$ cat src/rtl/cdb_arbiter_pkg.sv
// -----------------------------------------------------------------------------
// cdb_arbiter_pkg
// Shared structures for the common data bus (CDB).
//   CDB_packet_t : broadcast packet; dest_ROB_entry == 0 marks an idle/invalid
//                  packet.
//   CDB_NUM_SRC  : default number of functional-unit sources on the bus.
//   CDB_SRC_W    : width of a winner index that can also encode "commit"
//                  (value CDB_NUM_SRC).
// -----------------------------------------------------------------------------
package cdb_arbiter_pkg;

   localparam int CDB_ROB_W   = 4;
   localparam int CDB_DATA_W  = 32;
   localparam int CDB_NUM_SRC = 6;
   localparam int CDB_SRC_W   = $clog2(CDB_NUM_SRC + 1);

   typedef struct packed {
      logic [CDB_ROB_W-1:0]  dest_ROB_entry;
      logic [CDB_DATA_W-1:0] value;
      logic                  exc;
   } CDB_packet_t;

endpackage

$ cat src/rtl/cdb_rr_pick.sv
// -----------------------------------------------------------------------------
// cdb_rr_pick
// Combinational masked round-robin picker.
//   req : request vector, one bit per source
//   ptr : index where the round-robin search starts
//   gnt : one-hot grant (all zero when req is zero)
// The lowest requesting index at or above ptr wins; if none exists the search
// wraps and the lowest requesting index overall wins.
// -----------------------------------------------------------------------------
module cdb_rr_pick #(
   parameter int N     = 6,
   parameter int PTR_W = $clog2(N)
) (
   input  logic [N-1:0]     req,
   input  logic [PTR_W-1:0] ptr,
   output logic [N-1:0]     gnt
);

   logic [N-1:0] upper_req_s;
   logic [N-1:0] upper_gnt_s;
   logic [N-1:0] any_gnt_s;

   // Lowest-index pick in the masked (>= ptr) half and in the full vector.
   always_comb begin
      upper_req_s = {N{1'b0}};
      upper_gnt_s = {N{1'b0}};
      any_gnt_s   = {N{1'b0}};
      for (int i = 0; i < N; i++) begin
         upper_req_s[i] = req[i] && (i >= int'(ptr));
      end
      // Descending scan: the last hit written is the lowest index.
      for (int i = N - 1; i >= 0; i--) begin
         upper_gnt_s = upper_req_s[i] ? (N'(1) << i) : upper_gnt_s;
         any_gnt_s   = req[i]         ? (N'(1) << i) : any_gnt_s;
      end
      gnt = (|upper_req_s) ? upper_gnt_s : any_gnt_s;
   end

endmodule

$ cat src/rtl/cdb_arbiter.sv
// -----------------------------------------------------------------------------
// cdb_arbiter
// Arbitrates the common data bus between a commit broadcast and NUM_SRC
// functional-unit sources, and registers the winner onto the bus.
//   clk, rst_n    : clock, synchronous active-low reset
//   src_valid_i   : per-source packet valid (held until yumi)
//   src_pkt_i     : per-source packet
//   src_yumi_o    : one-hot consume strobe, combinational in the grant cycle
//   commit_pkt_i  : commit broadcast, valid when dest_ROB_entry != 0
//   flush_i       : blocks all source grants this cycle
//   cdb_o         : registered broadcast (dest_ROB_entry == 0 is idle)
//   cdb_src_o     : winner index of cdb_o; NUM_SRC denotes commit
// Grant order: commit, starved source, fixed-priority source, round-robin.
// -----------------------------------------------------------------------------
module cdb_arbiter
   import cdb_arbiter_pkg::*;
#(
   parameter int                 NUM_SRC      = CDB_NUM_SRC,
   parameter int                 STARVE_LIMIT = 8,
   parameter logic [NUM_SRC-1:0] PRIO_MASK    = NUM_SRC'(6'b010000)
) (
   input  logic                         clk,
   input  logic                         rst_n,
   input  logic [NUM_SRC-1:0]           src_valid_i,
   input  CDB_packet_t                  src_pkt_i [NUM_SRC],
   output logic [NUM_SRC-1:0]           src_yumi_o,
   input  CDB_packet_t                  commit_pkt_i,
   input  logic                         flush_i,
   output CDB_packet_t                  cdb_o,
   output logic [$clog2(NUM_SRC+1)-1:0] cdb_src_o
);

   localparam int               SRC_W   = $clog2(NUM_SRC + 1);
   localparam int               PTR_W   = $clog2(NUM_SRC);
   localparam int               CNT_W   = $clog2(STARVE_LIMIT + 1);
   localparam logic [CNT_W-1:0] CNT_MAX = CNT_W'(STARVE_LIMIT);

   logic                 commit_vld_s;
   logic                 block_s;
   logic [NUM_SRC-1:0]   starve_req_s;
   logic [NUM_SRC-1:0]   prio_req_s;
   logic [NUM_SRC-1:0]   rr_gnt_s;
   logic [PTR_W-1:0]     starve_idx_s;
   logic [PTR_W-1:0]     prio_idx_s;
   logic [PTR_W-1:0]     rr_idx_s;
   logic [PTR_W-1:0]     win_idx_s;
   logic                 win_vld_s;
   logic [PTR_W-1:0]     rr_ptr_r;
   logic [CNT_W-1:0]     starve_cnt_r [NUM_SRC];

   cdb_rr_pick #(
      .N     (NUM_SRC),
      .PTR_W (PTR_W)
   ) u_rr_pick (
      .req (src_valid_i),
      .ptr (rr_ptr_r),
      .gnt (rr_gnt_s)
   );

   // Winner selection and the combinational consume strobe.
   always_comb begin
      commit_vld_s = (commit_pkt_i.dest_ROB_entry != {CDB_ROB_W{1'b0}});
      // Reset is folded in so a source is never consumed while rst_n is low.
      block_s      = commit_vld_s || flush_i || !rst_n;
      starve_req_s = {NUM_SRC{1'b0}};
      prio_req_s   = src_valid_i & PRIO_MASK;
      starve_idx_s = {PTR_W{1'b0}};
      prio_idx_s   = {PTR_W{1'b0}};
      rr_idx_s     = {PTR_W{1'b0}};
      src_yumi_o   = {NUM_SRC{1'b0}};
      for (int i = 0; i < NUM_SRC; i++) begin
         starve_req_s[i] = src_valid_i[i] && (starve_cnt_r[i] == CNT_MAX);
      end
      // Descending scan leaves the lowest matching index in each *_idx_s.
      for (int i = NUM_SRC - 1; i >= 0; i--) begin
         starve_idx_s = starve_req_s[i] ? PTR_W'(i) : starve_idx_s;
         prio_idx_s   = prio_req_s[i]   ? PTR_W'(i) : prio_idx_s;
         rr_idx_s     = rr_gnt_s[i]     ? PTR_W'(i) : rr_idx_s;
      end
      if (|starve_req_s) begin
         win_idx_s = starve_idx_s;
      end else if (|prio_req_s) begin
         win_idx_s = prio_idx_s;
      end else begin
         win_idx_s = rr_idx_s;
      end
      win_vld_s = (|src_valid_i) && !block_s;
      for (int i = 0; i < NUM_SRC; i++) begin
         src_yumi_o[i] = win_vld_s && (win_idx_s == PTR_W'(i));
      end
   end

   // Bus output register, round-robin pointer and starvation counters.
   always_ff @(posedge clk) begin
      if (!rst_n) begin
         cdb_o     <= '0;
         cdb_src_o <= {SRC_W{1'b0}};
         rr_ptr_r  <= {PTR_W{1'b0}};
         for (int i = 0; i < NUM_SRC; i++) begin
            starve_cnt_r[i] <= {CNT_W{1'b0}};
         end
      end else begin
         // Commit wins even under flush.
         if (commit_vld_s) begin
            cdb_o     <= commit_pkt_i;
            cdb_src_o <= SRC_W'(NUM_SRC);
         end else if (win_vld_s) begin
            cdb_o     <= src_pkt_i[win_idx_s];
            cdb_src_o <= SRC_W'(win_idx_s);
         end else begin
            cdb_o     <= '0;
            cdb_src_o <= {SRC_W{1'b0}};
         end
         if (win_vld_s) begin
            rr_ptr_r <= (win_idx_s == PTR_W'(NUM_SRC - 1)) ? {PTR_W{1'b0}}
                                                            : win_idx_s + PTR_W'(1);
         end else begin
            rr_ptr_r <= rr_ptr_r;
         end
         // Counters keep running while commit or flush hold the bus.
         for (int i = 0; i < NUM_SRC; i++) begin
            if (!src_valid_i[i] || src_yumi_o[i]) begin
               starve_cnt_r[i] <= {CNT_W{1'b0}};
            end else if (starve_cnt_r[i] != CNT_MAX) begin
               starve_cnt_r[i] <= starve_cnt_r[i] + CNT_W'(1);
            end else begin
               starve_cnt_r[i] <= starve_cnt_r[i];
            end
         end
      end
   end

endmodule

$ cat config.mk
export PLATFORM = sky130hd
export DESIGN_NAME = cdb_arbiter
export DESIGN_NICKNAME = d
export VERILOG_FILES = /design/src/rtl/cdb_arbiter_pkg.sv /design/src/rtl/cdb_rr_pick.sv /design/src/rtl/cdb_arbiter.sv
export SDC_FILE = /design/constraint.sdc
export NUM_CORES = 1
export LEC_CHECK = 0
export BUFFER_PORTS_ARGS = -buffer_cell sky130_fd_sc_hd__buf_2
export CAP_MARGIN = 20
export CORE_AREA = 3 3 121 123
export CTS_BUF_LIST = sky130_fd_sc_hd__clkbuf_2 sky130_fd_sc_hd__clkbuf_4 sky130_fd_sc_hd__clkbuf_8
export DETAILED_ROUTE_END_ITERATION = 8
export DIE_AREA = 0 0 124 126
export GPL_TIMING_DRIVEN = 0
export PLACE_DENSITY = 0.74
export SYNTH_ARGS = -nofsm -noshare
export SYNTH_HDL_FRONTEND = slang
export SYNTH_HIERARCHICAL = 1
export SYNTH_SLANG_ARGS = --single-unit
$ cat constraint.sdc
create_clock -name clk -period 3 [get_ports clk]
set_clock_uncertainty 0.15 [all_clocks]
set_input_delay 0.3 -clock clk [delete_from_list [all_inputs] [get_ports clk]]
set_output_delay 0.3 -clock clk [all_outputs]
set_load 0.01 [all_outputs]
==> impl_metrics.xml <==
<?xml version="1.0" encoding="UTF-8"?>
<metrics>
  <group name="power_and_ir_drop">
    <metric name="p_leak" unit="nW">4.50</metric>
    <metric name="p_int" unit="W">0.00186</metric>
    <metric name="comb_power_share" unit="%">34.2</metric>
    <metric name="clkPwrFrac" unit="%">29.6</metric>
    <metric name="switching_share" unit="%">32.2</metric>
    <metric name="share_seq_of_total_power" unit="%">36.2</metric>
    <metric name="ir_worst_vdd" unit="mV">0.234</metric>
    <metric name="pwr_density_cell" unit="nW/um^2">281</metric>
    <metric name="post-layout-total-power" unit="W">0.00274</metric>
    <metric name="power_switching" unit="W">0.000882</metric>
  </group>
  <group name="sta">
    <metric name="rsz0062_at_grt" unit="">yes</metric>
    <metric name="hold-worst-slack" unit="ns">0.0293</metric>
    <metric name="fmaxAchievable" unit="MHz">295</metric>
    <metric name="drv_slew" unit="">0</metric>
    <metric name="period_share" unit="%">113</metric>
    <metric name="timing.final.setup_violations" unit="">72</metric>
    <metric name="worst-slew-pin-transition" unit="ns">0.792</metric>
    <metric name="period_needed" unit="ns">3.39</metric>
    <metric name="max_slew_margin" unit="%">47.2</metric>
    <metric name="layout_setup_ws" unit="ns">-0.394</metric>
    <metric name="report.final.hold_viol_count" unit="">0</metric>
  </group>
  <group name="critical_path">
    <metric name="worst_path_largest_cell_delay" unit="ns">0.40</metric>
    <metric name="worstPathRequired" unit="ns">2.55</metric>
    <metric name="worst_path_arrival" unit="ns">2.94</metric>
    <metric name="crit_fanout" unit="">6</metric>
    <metric name="timing.critical_path.buf_inv" unit="">4</metric>
    <metric name="cp_top_family" unit="">compound AO/OA/AOI/OAI gates</metric>
    <metric name="crit_chain" unit="">nand3b_1 &gt; o211ai_1 &gt; nand2_1 &gt; o22ai_4 &gt; inv_2 &gt; a221oi_4 &gt; o41a_1 &gt; clkbuf_8 &gt; a21oi_4 &gt; buf_4 &gt; nor3_2 &gt; buf_2</metric>
    <metric name="critical_path_class" unit="">reg -&gt; out</metric>
    <metric name="crit_path_end_kind" unit="">primary output</metric>
    <metric name="setup.worst_path.start_class" unit="">flop</metric>
    <metric name="cpMaxStageDelayCell" unit="">dfxtp_4</metric>
  </group>
  <group name="clock_tree">
    <metric name="cts-buffers-inserted" unit="">9</metric>
    <metric name="tritoncts" unit="">done</metric>
    <metric name="clk_path_buf_depth" unit="">2</metric>
    <metric name="cts.clk_slew.worst_paths" unit="ns">0.08</metric>
    <metric name="clock-root-buffer" unit="">clkbuf_8</metric>
    <metric name="clock_sink_count" unit="">67</metric>
    <metric name="ctsHtreeMaxLevel" unit="">3</metric>
    <metric name="insertion_delay_of_the_later_clocked_pin_in_the_worst_skew_pair" unit="ns">0.36</metric>
  </group>
  <group name="synth">
    <metric name="synth_top_area_share" unit="%">16.5</metric>
    <metric name="syn-instance-count" unit="">623</metric>
    <metric name="syn_area" unit="um^2">5230</metric>
    <metric name="synthesis.nets" unit="">904</metric>
    <metric name="synth-warning-count" unit="">6</metric>
    <metric name="synth_area_leaders" unit="">dfxtp_1, edfxtp_1, a211oi_1</metric>
    <metric name="synth-edff-count" unit="">24</metric>
    <metric name="synth.yosys.seq_area_share" unit="%">30.2</metric>
    <metric name="yosys_reg_bits" unit="">67</metric>
    <metric name="avg_cell_area_syn" unit="um^2">8.39</metric>
    <metric name="synth-main-ff-cell" unit="">dfxtp_1</metric>
    <metric name="async_set_or_reset_flop_fraction_in_the_synthesized_netlist" unit="%">0</metric>
    <metric name="count_leader_synth" unit="">a211oi_1</metric>
    <metric name="synthTopCellsByCount" unit="">a211oi_1, nand2_1, clkbuf_1, dfxtp_1, nor2_1</metric>
    <metric name="ys_types" unit="">56</metric>
    <metric name="netlist.top_cell.by_area" unit="">dfxtp_1</metric>
  </group>
  <group name="global_routing">
    <metric name="grt_pass1_wl" unit="um">38800</metric>
    <metric name="first_global_vias" unit="">7035</metric>
    <metric name="global_route.overflow_total" unit="">0</metric>
    <metric name="antenna_found_initial" unit="">4</metric>
    <metric name="largest_net_degree_at_the_start_of_global_routing" unit="">12</metric>
    <metric name="gr-usage-all-layers" unit="%">32.5</metric>
  </group>
  <group name="floorplan">
    <metric name="pin_count" unit="">314</metric>
    <metric name="initial_utilization" unit="%">38.0</metric>
    <metric name="die-height" unit="um">126</metric>
    <metric name="core" unit="um^2">13800</metric>
    <metric name="design.die.area" unit="um^2">15600</metric>
    <metric name="chip_width" unit="um">124</metric>
    <metric name="rows" unit="">43</metric>
  </group>
  <group name="job">
    <metric name="drv_cap" unit="">0</metric>
  </group>
  <group name="status">
    <metric name="failing_checks" unit="">setup timing</metric>
    <metric name="status" unit="">finished, violations left</metric>
  </group>
  <group name="route">
    <metric name="count_of_routing_violations_after_the_opening_detailed_route_iteration" unit="">815</metric>
    <metric name="detailroute.wirelength.met2" unit="um">14200</metric>
    <metric name="routed_wl" unit="um">29200</metric>
    <metric name="drt-met1-wl" unit="um">10700</metric>
    <metric name="drc" unit="">0</metric>
    <metric name="wl_per_cell" unit="um">24.0</metric>
    <metric name="max_layer_used" unit="">met5</metric>
    <metric name="via_per_inst" unit="">6.31</metric>
    <metric name="met3WireLength" unit="um">3120</metric>
    <metric name="via_count" unit="">7664</metric>
    <metric name="ant_nets" unit="">0</metric>
    <metric name="dr.pass1.iters" unit="">5</metric>
  </group>
  <group name="final_layout">
    <metric name="layout-area-overhead-vs-synth" unit="%">86.5</metric>
    <metric name="layout.filler_cells" unit="">1063</metric>
    <metric name="nNetsFinal" unit="">1308</metric>
    <metric name="drive_above_1_share" unit="%">57.8</metric>
  </group>
  <group name="placement">
    <metric name="port_buffers" unit="">313</metric>
    <metric name="gp_congestion" unit="">0.946</metric>
    <metric name="detailed_place_hpwl" unit="um">19100</metric>
  </group>
  <group name="hold_path">
    <metric name="holdCritPathClass" unit="">in -&gt; reg</metric>
  </group>
</metrics>
-- sequential cells by signal (all words and copies together), names as in the netlist --
signal,count
cdb_o,37
cdb_src_o,3
rr_ptr_r,3
starve_cnt_r,24
-- power groups by stage --
stage | Sequential, W | Combinational [W] | Clock (W)
CTS | 0.000992 | 0.000694 | 0.000805
floorplan | 0.00103 | 0.000253 | 0
global route | 0.000995 | 0.000986 | 0.000849
detailed placement | 0.00101 | 0.000580 | 0
finish | 0.000993 | 0.000937 | 0.000812
global placement | 0.00101 | 0.000576 | 0
-- cells in the final DEF (no fill, tap or decap), drive strengths merged, types with 3 or more instances in the layout --
cell	n
diode	3
clkbuf	51
dlygate4sd3	30
inv	25
clkinv	3
edfxtp	24
o41ai	37
nand4b	3
xnor2	6
xor2	6
a211oi	74
and2	38
and3	38
a21oi	7
nor4	3
nand3b	4
nor2	41
o22ai	3
nand2	63
nand3	10
o21ai	10
buf	384
dfxtp	43
a221oi	39
ha	13
o211a	38
-- tightest hold or removal path, cell delays in order --
cell,delay (ns)
buf_2,0.08
nand2_1,0.05
o41ai_2,0.07
-- routing by layer --
layer,vias up,global-route usage (%)
li1,3261,-
met1,3633,42.1
met3,133,8.89
met2,635,52.5
met4,2,10.2
met5,-,0
-- layout make-up --
type                       count  area [um^2]  area share [%]
multi-input combinational    471         4650            47.7
inverter                      26         97.6            1.00
antenna                        3         7.51          0.0770
tap                          180          225            2.31
sequential                    67         1590            16.3
buffer                        57          644            6.61
timing repair buffer         395         2340            24.0
clock inverter                 3         38.8           0.398
clock buffer                  13          154            1.58
-- final timing paths --
check             slack, ns                 end  cells past startpoint             start
setup / recovery      -0.39       src_yumi_o[0]                     12       rr_ptr_r[2]
hold / removal         0.03           cdb_o[25]                      3  commit_pkt_i[25]
setup reg to reg      -0.26  starve_cnt_r[1][3]                     14       rr_ptr_r[1]
hold reg to reg        0.47         rr_ptr_r[0]                      2       rr_ptr_r[0]
-- cells by family after synthesis --
logic type	synth area share (%)
flip-flops	30.2
buffers and inverters	6.22
AND/OR/NAND/NOR	21.5
AO/OA/AOI/OAI	36.9
XOR/XNOR	2.01
adder cells (fa/ha/maj)	3.11
-- stage by stage --
step           TNS (ns)  instances  util, %  worst slack (ns)  area [um^2]
6_report         -11.32       1215     70.8            -0.394         9750
5_1_grt          -19.62       1215     70.8            -0.490         9750
4_1_cts           -1.04       1187     60.2            -0.223         8300
3_5_place_dp     -59.07       1116     51.0            -0.964         7020
3_3_place_gp     -59.33       1116     51.0            -0.993         7020
2_1_floorplan         0        623        -           0.00821         5230
-- repair_timing --
action                                 CTS  global route
setup endpoints to repair               92            88
endpoints found under the hold margin   30             0
hold buffers                            30             0
pin swaps                               28            80
setup buffers                           26            21
resized for setup                      149           240
cloned                                   1             4
Note: power is estimated with default switching activity, not from simulation.
